--- src/rtl/regfile_pkg.sv ---
// ---------------------------------------------------------------------------
// regfile_pkg
// Shared definitions for the 4 x 16-bit register file and its stream reader.
//   DATA_WIDTH  : register entry / stream data width
//   INDEX_WIDTH : register index width (NUM_REGS = 2**INDEX_WIDTH)
//   reader_state_t : readout FSM states
// ---------------------------------------------------------------------------
package regfile_pkg;
    localparam int DATA_WIDTH  = 16;
    localparam int INDEX_WIDTH = 2;
    localparam int NUM_REGS    = 2 ** INDEX_WIDTH;

    typedef enum logic [1:0] {
        IDLE,
        FETCH,
        DRAIN,
        FINISH
    } reader_state_t;
endpackage

--- src/rtl/regfile_stream_reader_if.sv ---
// ---------------------------------------------------------------------------
// regfile_stream_reader_if
// Valid/ready output stream carrying a register value and its index.
//   out_valid / out_ready : handshake, word moves when both high at posedge
//   out_data              : register value
//   out_index             : index the value was read from
//   out_last              : final word of a readout
// master = word producer (reader), slave = consumer.
// ---------------------------------------------------------------------------
interface regfile_stream_reader_if #(
    parameter int DATA_WIDTH  = regfile_pkg::DATA_WIDTH,
    parameter int INDEX_WIDTH = regfile_pkg::INDEX_WIDTH
);
    logic                   out_valid;
    logic                   out_ready;
    logic [DATA_WIDTH-1:0]  out_data;
    logic [INDEX_WIDTH-1:0] out_index;
    logic                   out_last;

    modport master (
        output out_valid, out_data, out_index, out_last,
        input  out_ready
    );

    modport slave (
        input  out_valid, out_data, out_index, out_last,
        output out_ready
    );
endinterface

--- src/rtl/regfile_stream_reader_out_reg.sv ---
// ---------------------------------------------------------------------------
// stream_out_reg
// Single-entry valid/ready output register holding data, index and last.
//   clk, reset    : clock, synchronous active-low reset
//   i_load        : capture i_data/i_index/i_last (caller only loads when free)
//   i_ready       : consumer ready
//   o_free        : register can take a new word this edge
//   o_valid/o_data/o_index/o_last : registered stream outputs
// ---------------------------------------------------------------------------
module stream_out_reg #(
    parameter int DATA_WIDTH  = 16,
    parameter int INDEX_WIDTH = 2
) (
    input  logic                   clk,
    input  logic                   reset,
    input  logic                   i_load,
    input  logic [DATA_WIDTH-1:0]  i_data,
    input  logic [INDEX_WIDTH-1:0] i_index,
    input  logic                   i_last,
    input  logic                   i_ready,
    output logic                   o_free,
    output logic                   o_valid,
    output logic [DATA_WIDTH-1:0]  o_data,
    output logic [INDEX_WIDTH-1:0] o_index,
    output logic                   o_last
);
    logic                   r_valid;
    logic [DATA_WIDTH-1:0]  r_data;
    logic [INDEX_WIDTH-1:0] r_index;
    logic                   r_last;

    // Empty, or the held word leaves on this edge.
    assign o_free = !r_valid || i_ready;

    always_ff @(posedge clk) begin
        if (!reset) begin
            r_valid <= 1'b0;
            r_data  <= '0;
            r_index <= '0;
            r_last  <= 1'b0;
        end else if (i_load) begin
            r_valid <= 1'b1;
            r_data  <= i_data;
            r_index <= i_index;
            r_last  <= i_last;
        end else if (r_valid && i_ready) begin
            // Data/index left as-is; only the qualifiers drop.
            r_valid <= 1'b0;
            r_last  <= 1'b0;
        end
    end

    assign o_valid = r_valid;
    assign o_data  = r_data;
    assign o_index = r_index;
    assign o_last  = r_last;
endmodule

--- src/rtl/regfile_stream_reader.sv ---
// ---------------------------------------------------------------------------
// regfile_stream_reader
// Reads a contiguous, wrapping range of register-file entries on a start
// pulse and streams each value with its index; pulses done after the last
// word is accepted.
//   clk, reset            : clock, synchronous active-low reset
//   start                 : request readout (sampled in IDLE only)
//   first_index, count    : range start and word count (sampled with start)
//   busy, done            : status; done is a one-cycle pulse
//   rf_read_index         : registered read index to the register file
//   rf_read_data          : combinational read data from the register file
//   strm (master)         : output stream (valid/ready/data/index/last)
// ---------------------------------------------------------------------------
module regfile_stream_reader
    import regfile_pkg::*;
#(
    parameter int DATA_WIDTH  = regfile_pkg::DATA_WIDTH,
    parameter int INDEX_WIDTH = regfile_pkg::INDEX_WIDTH
) (
    input  logic                   clk,
    input  logic                   reset,
    input  logic                   start,
    input  logic [INDEX_WIDTH-1:0] first_index,
    input  logic [INDEX_WIDTH:0]   count,
    output logic                   busy,
    output logic                   done,
    output logic [INDEX_WIDTH-1:0] rf_read_index,
    input  logic [DATA_WIDTH-1:0]  rf_read_data,
    regfile_stream_reader_if.master strm
);
    reader_state_t          r_state, w_state_nxt;
    logic [INDEX_WIDTH-1:0] r_cur_idx, w_cur_idx_nxt;
    logic [INDEX_WIDTH:0]   r_remaining, w_remaining_nxt;
    logic                   w_free;
    logic                   w_load;
    logic                   w_last;

    always_ff @(posedge clk) begin
        if (!reset) begin
            r_state     <= IDLE;
            r_cur_idx   <= '0;
            r_remaining <= '0;
        end else begin
            r_state     <= w_state_nxt;
            r_cur_idx   <= w_cur_idx_nxt;
            r_remaining <= w_remaining_nxt;
        end
    end

    always_comb begin
        w_state_nxt     = r_state;
        w_cur_idx_nxt   = r_cur_idx;
        w_remaining_nxt = r_remaining;
        w_load          = 1'b0;
        w_last          = (r_remaining == (INDEX_WIDTH+1)'(1));
        case (r_state)
            IDLE: begin
                if (start) begin
                    if (count != '0) begin
                        w_cur_idx_nxt   = first_index;
                        w_remaining_nxt = count;
                        w_state_nxt     = FETCH;
                    end else begin
                        w_state_nxt = FINISH;
                    end
                end
            end
            FETCH: begin
                if (w_free) begin
                    w_load          = 1'b1;
                    // Natural width overflow gives the 3 -> 0 wrap.
                    w_cur_idx_nxt   = r_cur_idx + INDEX_WIDTH'(1);
                    w_remaining_nxt = r_remaining - (INDEX_WIDTH+1)'(1);
                    if (w_last) w_state_nxt = DRAIN;
                end
            end
            DRAIN: begin
                if (strm.out_valid && strm.out_ready) w_state_nxt = FINISH;
            end
            FINISH: begin
                w_state_nxt = IDLE;
            end
            default: w_state_nxt = IDLE;
        endcase
    end

    // Read index comes straight from the cur_idx register, so the register
    // file sees no combinational path from this block's inputs.
    assign rf_read_index = r_cur_idx;
    assign busy          = (r_state != IDLE);
    assign done          = (r_state == FINISH);

    stream_out_reg #(
        .DATA_WIDTH  (DATA_WIDTH),
        .INDEX_WIDTH (INDEX_WIDTH)
    ) u_out_reg (
        .clk     (clk),
        .reset   (reset),
        .i_load  (w_load),
        .i_data  (rf_read_data),
        .i_index (r_cur_idx),
        .i_last  (w_last),
        .i_ready (strm.out_ready),
        .o_free  (w_free),
        .o_valid (strm.out_valid),
        .o_data  (strm.out_data),
        .o_index (strm.out_index),
        .o_last  (strm.out_last)
    );
endmodule

--- src/flat_wrapper.sv ---
// flat-port wrapper written by rule: the top's interface ports become plain ports
module regfile_stream_reader_flat import regfile_pkg::*;
#(
    parameter int DATA_WIDTH  = regfile_pkg::DATA_WIDTH,
    parameter int INDEX_WIDTH = regfile_pkg::INDEX_WIDTH
)
  (clk, reset, start, first_index, count, busy, done, rf_read_index, rf_read_data, strm_out_valid, strm_out_data, strm_out_index, strm_out_last, strm_out_ready);
  regfile_stream_reader_if #(.DATA_WIDTH(DATA_WIDTH), .INDEX_WIDTH(INDEX_WIDTH)) strm_i ();
  input  logic clk;
  input  logic reset;
  input  logic start;
  input  logic [INDEX_WIDTH-1:0] first_index;
  input  logic [INDEX_WIDTH:0] count;
  output logic busy;
  output logic done;
  output logic [INDEX_WIDTH-1:0] rf_read_index;
  input  logic [DATA_WIDTH-1:0] rf_read_data;
  output wire logic [$bits(strm_i.out_valid)-1:0] strm_out_valid;
  output wire logic [$bits(strm_i.out_data)-1:0] strm_out_data;
  output wire logic [$bits(strm_i.out_index)-1:0] strm_out_index;
  output wire logic [$bits(strm_i.out_last)-1:0] strm_out_last;
  input wire logic [$bits(strm_i.out_ready)-1:0] strm_out_ready;
  assign strm_out_valid = strm_i.out_valid;
  assign strm_out_data = strm_i.out_data;
  assign strm_out_index = strm_i.out_index;
  assign strm_out_last = strm_i.out_last;
  assign strm_i.out_ready = strm_out_ready;
  regfile_stream_reader #(.DATA_WIDTH(DATA_WIDTH), .INDEX_WIDTH(INDEX_WIDTH)) u_core (.clk(clk), .reset(reset), .start(start), .first_index(first_index), .count(count), .busy(busy), .done(done), .rf_read_index(rf_read_index), .rf_read_data(rf_read_data), .strm(strm_i));
endmodule
--- config.mk ---
export PLATFORM = sky130hd
export DESIGN_NAME = regfile_stream_reader_flat
export DESIGN_NICKNAME = d
export VERILOG_FILES = /design/src/rtl/regfile_pkg.sv /design/src/rtl/regfile_stream_reader_if.sv /design/src/rtl/regfile_stream_reader_out_reg.sv /design/src/rtl/regfile_stream_reader.sv /design/src/flat_wrapper.sv
export SDC_FILE = /design/constraint.sdc
export NUM_CORES = 1
export LEC_CHECK = 0
export ABC_AREA = 1
export CORE_MARGIN = 2
export CORE_UTILIZATION = 45
export CTS_BUF_LIST = sky130_fd_sc_hd__clkbuf_4 sky130_fd_sc_hd__clkbuf_8
export CTS_CLUSTER_SIZE = 40
export DETAILED_ROUTE_END_ITERATION = 6
export PLACE_DENSITY = 0.81
export SYNTH_ARGS = -nofsm -noshare
export SYNTH_HDL_FRONTEND = slang
export SYNTH_HIERARCHICAL = 1
export SYNTH_SLANG_ARGS = --single-unit
--- constraint.sdc ---
create_clock -name clk -period 1.8 [get_ports clk]
set_input_delay 0.27 -clock clk [delete_from_list [all_inputs] [get_ports clk]]
set_output_delay 0.27 -clock clk [all_outputs]
set_load 0.05 [all_outputs]
==> results of run 1 <==
[cells by family (layout without fill, tap and decap cells)]
family	count (synthesis)	after routing	share of synthesized area [%]
and+or+nand+nor	100	100	32.0
buffers and inverters	28	75	10.4
DFF	27	27	41.3
AOI/OAI and AO/OA	23	23	9.57
adders and majority gates	7	7	6.70
[per-layer routing]
| metal | wire length, µm | part of all wire [%] | vias to the layer above |
|---|---|---|---|
| li1 | - | - | 658 |
| met1 | 1270 | 46 | 537 |
| met2 | 1350 | 49 | 24 |
| met3 | 117 | 4.2 | 4 |
| met4 | 37 | 1.3 | 0 |
| met5 | 0 | 0 | - |
[sequential cells by signal, summed over array words and instances (netlist names)]
register                  cells
u_core/r_remaining            3
u_core/r_state                2
u_core/rf_read_index          2
u_core/u_out_reg/o_data      16
u_core/u_out_reg/o_index      2
u_core/u_out_reg/o_last       1
u_core/u_out_reg/o_valid      1
[per-stage QoR]
step                cells  utilization [%]
finish                263             67.0
global placement      259             64.7
global route          263             67.0
detailed placement    259             64.7
CTS                   263             65.8
floorplan             185                -
[how the worst max path moves through the flow]
stage                                           start  slack (ns)  cells after the start                           to
final                     u_core/u_out_reg/o_data[10]        0.05                      1            strm_out_data[10]
after global routing       u_core/u_out_reg/o_data[4]       0.006                      1             strm_out_data[4]
after CTS                  u_core/u_out_reg/o_data[1]        0.01                      1             strm_out_data[1]
after detailed placement               strm_out_ready        0.16                     10            u_core/r_state[1]
after global placement                 strm_out_ready        0.21                     10            u_core/r_state[1]
after floorplan              u_core/u_out_reg/o_valid        0.34                      8  u_core/u_out_reg/o_index[0]
[cells in the mapped netlist (all sizes together)]
library cell and number:
dfxtp 27, a21oi 1, nor2 56, o21ai 21, buf 5, a21boi 1
nand3 7, or2 1, nand3b 3, ha 7, clkbuf 2, nand2 33
inv 21
[power by group through the flow]
stage	Sequential [mW]	Clock, mW	Combinational (mW)
floorplan	1.63	0	0.855
global placement	0.983	0	2.05
detailed placement	0.988	0	2.07
CTS	0.976	0.283	2.08
global route	1.00	0.305	2.21
finish	0.970	0.272	2.05
[final cells by class]
cell class | count | area [µm²]
tap | 31 | 38.8
sequential | 27 | 541
fill | 240 | 911
clock buffer | 4 | 30.0
timing repair buffer | 50 | 528
inverter | 21 | 78.8
multi-input combinational | 130 | 631
==> reports/metrics.cfg, run 1 <==
[clock_network]
cts_buffer_depth=2
cts_buffers=3
cts-root-buf=clkbuf_4
htree_levels=1
clock_latency_ns=0.33
cts_tree=built
cts_hold_buf=0
clkSlewWorstSetupHoldPaths_ns=0.13
cts_resized=0
post_cts_buffers=0
clock-sinks=27

[floorplan]
die_x_um=57.9
die-area_um2=3350
dieHeight_um=57.9
design.core.area_um2=2760
io_pins=49
initial_utilization_pct=47.4
rows=19

[detailed_routing]
vias=1223
ant_nets=0
totalWireLength_mm=2.77
wl_per_cell_um=10.5
firstDrtPassIters=4
drcViolationCount=0
viasPerCell=4.65
drt_first_iter_violations=29

[finish]
finalNetCount=265
stdcell_area_um2=1850
layout_common_cells=nor2_1, clkdlybuf4s50_1, nand2_1, dfxtp_1, o21ai_0
antenna_cells=0
area_growth_pct=41.2
layout_commonest_cell=nor2_1
final_layout_size_suffix_gt1_share_pct=9.05

[flow_run]
drv_cap=0

[synth]
yosys.cell_types.count=19
yosysTopAreaCell=dfxtp_1
syn_area_per_cell_um2=7.07
ys.warnings.count=6
synthTopCellsByArea=dfxtp_1, nor2_1, nand2_1, o21ai_0, ha_1
yosys_register_bits=27
synth.cell_area_um2=1310
seq_area_frac_synth_pct=41.3
synthDominantCellAreaShare_pct=41.3
synthesis.instances=185
synth.net_count=217

[sta]
max_slew_margin_pct=65.5
worst_slack_ns=0.0549
finalCritPeriodShare_pct=96.9
finalSetupViolCount=0
timing.fmax_mhz=573
hold_viol_final=0
finClkSkew_ns=0.00158
whs_ns=0.489
tightest_slew_ns=0.517
fin_setup_tns_ns=0
period_needed_ns=1.75
finalMaxSlewViolations=0
rsz0062_at_grt=false

[power_and_ir_drop]
swShare_pct=50.8
p_leak_nw=1.08
finalPower_mw=3.29
power.density_nw_per_um2=1780
clock_power_share_pct=8.3
ir_drop_mv=1.59
netSwitchingPower_mw=1.67
pwr-share-seq_pct=29.4
p_comb_share_pct=62.3
p_int_mw=1.62

[critical_path]
path_delay_family=buffers and inverters
crit_slowest_cell=clkdlybuf4s50_1
r2r_slack_ns=0.23
end_kind=output pin
crit_type=reg2out
rr_worst_depth=7
worstSetupStartpointType=flop
reg2reg_from=u_core/r_state[1]
path_buf_inv=1
reg2reg_to=u_core/u_out_reg/o_data[3]
crit_path_max_incr_delay_ns=0.80
path_max_fanout=2
required_ns=1.53
worst_ep_arrival_time_ns=1.48
crit_chain=clkdlybuf4s50_1

[global_routing]
use_met3_pct=4.91
grt_pass1_wl_mm=4.44
grt_max_degree=28
grt_pass1_vias=1067
grt.busiest_layer=met2
grt_use_total_pct=17.3
grt_overflow=0
use_met2_pct=29.4
met1_usage_pct=20.4
antenna_found_initial=0

[hold_path]
hp-class=reg2reg
hp-start=u_core/u_out_reg/o_last
hold_path_depth=2
holdPathEnd=u_core/u_out_reg/o_last

[placed_design]
dp_hpwl_mm=2.10
place.gp.congestion=0.776
port_buffers=48
dpl_cell_area_um2=1780
place_ws_ns=0.164

[outcome]
outcome=complete, no violations

(Power assumes the default switching activity.)
==> run 2, diff against run 1 <==
--- a/config.mk
+++ b/config.mk
@@ -9,8 +9,9 @@
 export CORE_MARGIN = 2
 export CORE_UTILIZATION = 45
 export CTS_BUF_LIST = sky130_fd_sc_hd__clkbuf_4 sky130_fd_sc_hd__clkbuf_8
-export CTS_CLUSTER_SIZE = 40
+export CTS_CLUSTER_SIZE = 12
 export DETAILED_ROUTE_END_ITERATION = 6
+export HOLD_SLACK_MARGIN = 0.1
 export PLACE_DENSITY = 0.81
 export SYNTH_ARGS = -nofsm -noshare
 export SYNTH_HDL_FRONTEND = slang
==> results of run 2 <==
No change in the layout: final DEF, timing and power equal those of run 1.
==> run 3, diff against run 2 <==
--- a/config.mk
+++ b/config.mk
@@ -9,11 +9,9 @@
 export CORE_MARGIN = 2
 export CORE_UTILIZATION = 45
 export CTS_BUF_LIST = sky130_fd_sc_hd__clkbuf_4 sky130_fd_sc_hd__clkbuf_8
-export CTS_CLUSTER_SIZE = 12
 export DETAILED_ROUTE_END_ITERATION = 6
 export HOLD_SLACK_MARGIN = 0.1
-export PLACE_DENSITY = 0.81
+export PLACE_DENSITY = 0.82
 export SYNTH_ARGS = -nofsm -noshare
 export SYNTH_HDL_FRONTEND = slang
-export SYNTH_HIERARCHICAL = 1
 export SYNTH_SLANG_ARGS = --single-unit
==> reports/metrics.cfg, run 3 <==
[floorplan]
rows=19  ; unchanged
die-area_um2=3280  ; was 3350 µm²
initial_utilization_pct=46.6  ; was 47.4%
die_x_um=57.2  ; was 57.9 µm
design.core.area_um2=2730  ; was 2760 µm²
dieHeight_um=57.2  ; was 57.9 µm
io_pins=49  ; unchanged

[synth]
yosysTopAreaCell=dfxtp_1  ; unchanged
synth-compound-area-share_pct=12.4  ; was 9.57%
synth_common_cells=nor2_1, nand2_1, dfxtp_1  ; unchanged
yosysMostFrequentCell=nor2_1  ; unchanged
yosys_register_bits=27  ; unchanged
synthTopCellsByArea=dfxtp_1, nor2_1, nand2_1, o21ai_0, ha_1  ; unchanged
synth.cell_area_um2=1270  ; was 1310 µm²
synthesis.instances=176  ; was 185
synth_top_family_by_area=simple AND/OR/NAND/NOR gates  ; unchanged
muxShareOfSynthArea_pct=0  ; unchanged
synthSimpleGateAreaFrac_pct=30.6  ; was 32.0%
synth_xor_area_share_pct=0  ; unchanged
syn_area_per_cell_um2=7.24  ; was 7.07 µm²
synthFlopType=dfxtp_1  ; unchanged
synthDominantCellAreaShare_pct=42.4  ; was 41.3%
ys.warnings.count=0  ; was 6
yosys.cell_types.count=22  ; was 19
synth_edf_count=0  ; unchanged
synth.net_count=208  ; was 217
ys_async_sr_fraction_pct=0  ; unchanged
synth_fa_ha_area_share_pct=6.87  ; was 6.70%
seq_area_frac_synth_pct=42.4  ; was 41.3%

[finish]
layout_common_cells=nor2_1, nand2_1, dfxtp_1, clkdlybuf4s50_1, o21ai_0  ; was nor2_1, clkdlybuf4s50_1, nand2_1, dfxtp_1, o21ai_0
antenna_cells=0  ; unchanged
layout_commonest_cell=nor2_1  ; unchanged
largest_reg_flops=16  ; unchanged
multiInputGateArea_um2=636  ; was 631 µm²
final_layout_size_suffix_gt1_share_pct=10.7  ; was 9.05%
area_growth_pct=44.0  ; was 41.2%
register_area_um2=541  ; unchanged
finalNetCount=258  ; was 265
nFillCells=231  ; was 240

[clock_network]
clock-sinks=27  ; unchanged
cts_tree=built  ; unchanged
post_cts_buffers=0  ; unchanged
cts_hold_buf=0  ; unchanged
cts-root-buf=clkbuf_4  ; unchanged
cts_buffer_depth=2  ; unchanged
clock_latency_ns=0.34  ; was 0.33 ns
cts_buffers=3  ; unchanged
htree_levels=1  ; unchanged
clkSlewWorstSetupHoldPaths_ns=0.16  ; was 0.13 ns

[power_and_ir_drop]
ir_drop_mv=1.29  ; was 1.59 mV
power.density_nw_per_um2=1790  ; was 1780 nW/µm²
p_leak_nw=1.03  ; was 1.08 nW

[detailed_routing]
drt_first_iter_violations=33  ; was 29
firstDrtPassIters=4  ; unchanged
drcViolationCount=0  ; unchanged
viasPerCell=4.92  ; was 4.65
totalWireLength_mm=2.83  ; was 2.77 mm
vias=1259  ; was 1223
wl_per_cell_um=11.1  ; was 10.5 µm
ant_nets=0  ; unchanged

[sta]
timing.fmax_mhz=565  ; was 573 MHz
finalSetupViolCount=0  ; unchanged
finClkSkew_ns=0.00820  ; was 0.00158 ns
hold_viol_final=0  ; unchanged
fin_setup_tns_ns=0  ; unchanged
tightest_slew_ns=0.522  ; was 0.517 ns
max_slew_margin_pct=65.1  ; was 65.5%
finalMaxSlewViolations=0  ; unchanged
worst_slack_ns=0.0298  ; was 0.0549 ns
finalCritPeriodShare_pct=98.3  ; was 96.9%
rsz0062_at_grt=false  ; unchanged
period_needed_ns=1.77  ; was 1.75 ns

[placed_design]
dp_hpwl_mm=2.15  ; was 2.10 mm
port_buffers=48  ; unchanged
place_ws_ns=0.176  ; was 0.164 ns
place.gp.congestion=0.793  ; was 0.776

[critical_path]
worstSetupStartpointType=flop  ; unchanged
crit_path_max_incr_delay_ns=0.80  ; about the same
path_max_fanout=2  ; unchanged
crit_slowest_cell=clkdlybuf4s50_1  ; unchanged
end_kind=output pin  ; unchanged
worst_ep_arrival_time_ns=1.50  ; was 1.48 ns
crit_chain=clkdlybuf4s50_1  ; unchanged
required_ns=1.53  ; about the same
path_delay_family=buffers and inverters  ; unchanged
path_buf_inv=1  ; unchanged
crit_type=reg2out  ; unchanged

[global_routing]
grt_max_degree=22  ; was 28
grt_pass1_wl_mm=4.36  ; was 4.44 mm
grt_overflow=0  ; unchanged
grt_pass1_vias=1073  ; was 1067
antenna_found_initial=0  ; unchanged
grt_use_total_pct=16.9  ; was 17.3%

[outcome]
outcome=complete, no violations  ; unchanged

[flow_run]
drv_cap=0  ; unchanged

[hold_path]
hp-class=reg2reg  ; unchanged

==> run 3: kinds of logic after synthesis <==
kind of cell    count (synthesis)
simple gates                   92
fa+ha+maj                       7
flops                          27
buf+inv                        22
compound gates                 28
==> run 3: power breakdown <==
group	internal [mW]	switching, mW	leakage [nW]
logic	0.677	1.36	0.790
clock network	0.0853	0.193	0.0139
registers	0.823	0.143	0.223
total	1.59	1.69	1.03
==> run 3: per-stage QoR <==
step,area (µm²),std cells,util [%],hold slack (ns),power (mW)
after floorplan,1270,176,-,0.406,2.47
after global placement,1770,252,64.9,0.464,3.02
after detailed placement,1770,252,64.9,0.473,3.06
after CTS,1800,256,65.9,0.499,3.32
after global routing,1840,256,67.1,0.513,3.49
final,1840,256,67.1,0.496,3.28
==> run 3: layer usage <==
metal / GRT usage [%] / up-vias / routed length (µm)
li1: - / 648 / -
met4: 9.30 / 0 / 57
met1: 20.8 / 571 / 1300
met3: 2.49 / 5 / 126
met5: 0 / - / 0
met2: 28.4 / 35 / 1350
==> run 3: path summary, 6_finish.rpt <==
check / depth (start not counted) / to / startpoint / slack (ns)
min: 2 / u_core.u_out_reg.o_data[6] / u_core.u_out_reg.o_data[6] / 0.50
max reg2reg: 10 / u_core.r_remaining[1] / u_core.r_state[0] / 0.30
min reg2reg: 2 / u_core.u_out_reg.o_data[6] / u_core.u_out_reg.o_data[6] / 0.50
max: 1 / strm_out_last / u_core.u_out_reg.o_last / 0.03
==> run 3: layout make-up <==
| type | count | share of cell area (%) |
|---|---|---|
| Sequential cell | 27 | 29.4 |
| Clock buffer | 3 | 1.23 |
| Timing Repair Buffer | 50 | 28.7 |
| Tap cell | 31 | 2.11 |
| Inverter | 17 | 3.48 |
| Multi-Input combinational cell | 127 | 34.6 |
| Clock inverter | 1 | 0.409 |
==> run 3: repair_timing <==
action / 4_1_cts / 5_1_grt
gates resized for setup: 3 / 14
setup endpoints to repair: 3 / 14
cloned: 0 / 0
==> variant 1 (flow settings as in run 3) <==
`DATA_WIDTH` is set to 16 in 2 places; all go to 32.
--- a/src/rtl/regfile_pkg.sv
+++ b/src/rtl/regfile_pkg.sv
@@ -6,7 +6,7 @@
 //   reader_state_t : readout FSM states
 // ---------------------------------------------------------------------------
 package regfile_pkg;
-    localparam int DATA_WIDTH  = 16;
+    localparam int DATA_WIDTH  = 32;
     localparam int INDEX_WIDTH = 2;
     localparam int NUM_REGS    = 2 ** INDEX_WIDTH;
 
--- a/src/rtl/regfile_stream_reader_out_reg.sv
+++ b/src/rtl/regfile_stream_reader_out_reg.sv
@@ -8,7 +8,7 @@
 //   o_valid/o_data/o_index/o_last : registered stream outputs
 // ---------------------------------------------------------------------------
 module stream_out_reg #(
-    parameter int DATA_WIDTH  = 16,
+    parameter int DATA_WIDTH  = 32,
     parameter int INDEX_WIDTH = 2
 ) (
     input  logic                   clk,
Interface: changed (resized rf_read_data and strm_out_data); port bits go from 49 to 81. The function was not compared with the original's and may differ.
==> variant 1 against run 3 <==
  * Synthesized area increased by 53%
  * Worst setup slack improved by 0.031 ns
  * Maximum frequency is 1.8% higher
  * Register-to-register slack barely moved
  * Wire length rose by 55%
  * Power increased by 68%
  * Sequential cell count is 16 higher
  * First-iteration DRC count up 130%
  * Clock skew down 0.0021 ns
  * Hold slack lost 0.0068 ns
  * Final area increased by 55%
  * Critical endpoint is now strm_out_data[8]
  * Highest routed layer unchanged
==> variant 1: results (changes against run 3) <==
metric;value;unit;change
wire length on met2;1980;um;+47%
Post-synth top cells;49 x nor2_1, 43 x dfxtp_1, 35 x o21ai_0, 33 x nor2_2, 29 x nand2_1;;
sequential area share after synthesis;44.1;%;+1.7 points
clock skew;0.00615;ns;-0.00205 ns
gp weighted congestion;0.764;;-3.6%
pre-CTS WS;0.161;ns;-0.0156 ns
WL met3;349;um;+180%
post-synthesis net count;293;;+41%
cells after synthesis;245;;+39%
CTS root buffer;clkbuf_8;;
Metal-1 WL;2000;um;+54%
WP data arrival;1.47;ns;-0.03 ns
Layout Nets;374;;+45%
Synth Area in Adders;4.49;%;-2.4 points
# Post-CTS Setup Buffers;0;;unchanged
Synth Area in Compound Gates;12.4;%;+0.015 points
vias;1791;;+42%
first-pass GRT wire length;7420;um;+70%
Post-CTS Resized;0;;-3
CTS clk-pin slew, worst paths;0.07;ns;-0.09 ns
outcome;finished, final reports clean;;
clock latency on the worst-skew pair;0.29;ns;-0.05 ns
CP Capture Point;strm_out_data[8];;
hold slack;0.489;ns;-0.00681 ns
dpl hpwl;3230;um;+50%
P_leak;1.18;nW;+15%
ratio of cells with drive above 1 in the final layout;21.1;%;+10 points
cts bufs inserted;5;;+2
drt wl/cell;11.7;um;+5.5%
hold path endpoint;u_core.u_out_reg.o_data[10]$_SDFFE_PN0P_;;
WL final;4400;um;+55%
H-tree Lvls;2;;+1
DP Area;2760;um^2;+55%
I/O Buffers;80;;+67%
Max-slew headroom;65.6;%;+0.43 points
total track usage;18.6;%;+1.7 points
largest net degree at the start of global routing;42;;+91%
slowest stage delay, CP;0.82;ns;+0.02 ns
==> variant 1: cell type report <==
cell class | instances | area [um^2]
Clock buffer | 6 | 76.3
Clock inverter | 2 | 12.5
Fill cell | 354 | 1240
Inverter | 17 | 71.3
Multi-Input combinational cell | 175 | 920
Sequential cell | 43 | 861
Tap cell | 50 | 62.6
Timing Repair Buffer | 84 | 841
==> variant 1: layer usage <==
metal  vias to the layer above  global-route usage [%]
li1                        931                       -
met1                       782                    23.4
met2                        70                    30.1
met3                         8                    5.23
met4                         0                    7.05
met5                         -                       0
==> variant 1: power by group through the flow <==
stage | combinational [W] | clock (W) | sequential, W
after global placement | 0.00331 | 0 | 0.00159
final | 0.00334 | 0.000601 | 0.00158
after CTS | 0.00336 | 0.000625 | 0.00159
after detailed placement | 0.00335 | 0 | 0.00160
after global routing | 0.00360 | 0.000657 | 0.00163
after floorplan | 0.00136 | 0 | 0.00270
==> variant 2 (flow settings as in run 3) <==
Without the edit above. Encoding of `reader_state_t`: now one-hot (4 bits for 4 states).
--- a/src/rtl/regfile_pkg.sv
+++ b/src/rtl/regfile_pkg.sv
@@ -10,11 +10,11 @@
     localparam int INDEX_WIDTH = 2;
     localparam int NUM_REGS    = 2 ** INDEX_WIDTH;
 
-    typedef enum logic [1:0] {
-        IDLE,
-        FETCH,
-        DRAIN,
-        FINISH
+    typedef enum logic [3:0] {
+        IDLE   = 4'b0001,
+        FETCH  = 4'b0010,
+        DRAIN  = 4'b0100,
+        FINISH = 4'b1000
     } reader_state_t;
 endpackage
 
Check against the original RTL: same outputs for any inputs over 10 cycles, from zero or initial values and one cycle with reset low; not proved beyond that.
==> variant 2 against run 3 <==
  * Power down 24%
  * Final area grew 2.2%
  * Clock skew decreased by 0.0053 ns
  * Worst setup slack better by 0.028 ns
  * First-iteration DRC count is 6.1% lower
  * Global-route usage grew 3.2 points
  * Combinational power shrank 41%
  * Via count is 2.0% higher
  * Wire length grew 7.7%
  * Clock power rose by 46%
  * Critical path depth did not move
  * Sequential cell count grew 2
  * Synthesized area increased by 1.6%
  * Largest power group unchanged
==> variant 2: results (changes against run 3) <==
metric;value;unit;change
outcome;finished, final reports clean;;
sequential area share after synthesis;44.8;%;+2.4 points
dpl hpwl;2280;um;+5.8%
number of global-route vias before repair;1231;;+15%
Reg-to-Reg End;u_core.u_out_reg.o_data[12]$_SDFFE_PN0P_;;
Via density;4.76;;-3.3%
Layout Nets;266;;+3.1%
largest net degree at the start of global routing;26;;+18%
post-synthesis net count;214;;+2.9%
drt first pass iters;5;;+1
drt wl/cell;11.3;um;+2.1%
clock latency on the worst-skew pair;0.32;ns;-0.02 ns
VDD IR max;0.000927;V;-28%
first-pass GRT wire length;5170;um;+19%
WP data arrival;1.47;ns;-0.03 ns
Placed Instances;263;;+4.4%
clock skew;0.00292;ns;-0.00528 ns
worst r2r src;u_core.r_state[2]$_SDFFE_PN0P_;;
Metal-1 WL;1350;um;+3.8%
ratio of cells with drive above 1 in the final layout;10.9;%;+0.21 points
FF-to-FF path depth;6;;-4
Post-synth top cells;51 x nor2_1, 34 x nand2_1, 29 x dfxtp_1, 18 x o21ai_0, 16 x inv_1;;
clk buf depth;2;;unchanged
P_leak;0.886;nW;-14%
Max-slew headroom;63.8;%;-1.4 points
hold_sp;u_core.r_remaining[1]$_SDFFE_PN0P_;;
WL met3;236;um;+87%
gp weighted congestion;0.814;;+2.6%
CTS clk-pin slew, worst paths;0.08;ns;-0.08 ns
yosys warns;0;;unchanged
wire length on met2;1440;um;+7.1%
pre-CTS WS;0.151;ns;-0.0257 ns
1st-iter DRT viols;31;;-6.1%
cts bufs inserted;5;;+2
vias;1284;;+2.0%
Area contributors post-synth;dfxtp_1 45%, nor2_1 15%, nand2_1 9.9%, o21ai_0 7.0%, inv_1 4.6%;;
total track usage;20.1;%;+3.2 points
Distinct cells, synth;21;;-4.5%
-- variant 2: cell types whose count changed after synthesis, sizes merged, moves of 2 or more --
| cell | before | now |
|---|---|---|
| a21oi | 3 | 5 |
| dfxtp | 27 | 29 |
| ha | 7 | 2 |
| inv | 17 | 20 |
| nand2 | 34 | 37 |
| nand3 | 4 | 11 |
| nor2 | 52 | 54 |
| o21bai | 2 | 0 |
-- variant 2: per-layer routing --
metal / GRT usage (%) / vias to the layer above
met5: 0 / -
met4: 7.97 / 0
met3: 6.92 / 4
met2: 33.3 / 40
met1: 24.0 / 553
li1: - / 687
-- variant 2: area by class of cell --
class | instances | area (um^2)
clock buffers | 7 | 58.8
repair buffers | 50 | 510
well taps | 31 | 38.8
multi-input cells | 133 | 612
flip-flops and latches | 29 | 581
fillers | 237 | 858
inverters | 20 | 75.1
-- variant 2: cell families after synthesis --
kind of cell | Yosys count | synth area share, %
fa+ha+maj | 2 | 1.93
simple gates | 104 | 33.9
compound gates | 26 | 10.2
xor+xnor | 1 | 0.676
flops | 29 | 44.8
buf+inv | 25 | 8.41
-- variant 2: stage by stage --
step / area, um^2 / util (%) / total power (W) / hold slack (ns)
finish: 1880 / 68.6 / 0.00249 / 0.494
floorplan: 1300 / - / 0.00175 / 0.405
global placement: 1810 / 66.3 / 0.00209 / 0.471
detailed placement: 1810 / 66.3 / 0.00211 / 0.485
CTS: 1870 / 68.4 / 0.00252 / 0.496
global route: 1880 / 68.6 / 0.00267 / 0.537
-- variant 2: how the worst max path moves through the flow --
stage / slack, ns / from / endpoint / depth (start not counted)
detailed placement: 0.15 / strm_out_ready / u_core.rf_read_index[0]$_SDFFE_PN0P_ / 9
finish: 0.06 / u_core.u_out_reg.o_data[13]$_SDFFE_PN0P_ / strm_out_data[13] / 1
floorplan: 0.20 / u_core.r_state[0]$_SDFFE_PN1P_ / done / 1
global route: 0.003 / u_core.u_out_reg.o_data[13]$_SDFFE_PN0P_ / strm_out_data[13] / 1
global placement: 0.19 / strm_out_ready / u_core.r_remaining[1]$_SDFFE_PN0P_ / 9
CTS: 0.03 / u_core.u_out_reg.o_data[11]$_SDFFE_PN0P_ / strm_out_data[11] / 1
-- variant 2: where the power goes --
| group | total (W) | internal [W] | switching, W |
|---|---|---|---|
| sequential | 0.000888 | 0.000781 | 0.000107 |
| clock | 0.000405 | 0.000199 | 0.000206 |
| combinational | 0.00120 | 0.000413 | 0.000790 |
-- variant 2: repair_timing --
action                     CTS  global route
setup endpoints to repair    0             2
hold buffers                 0             0
gates resized for setup      0             2
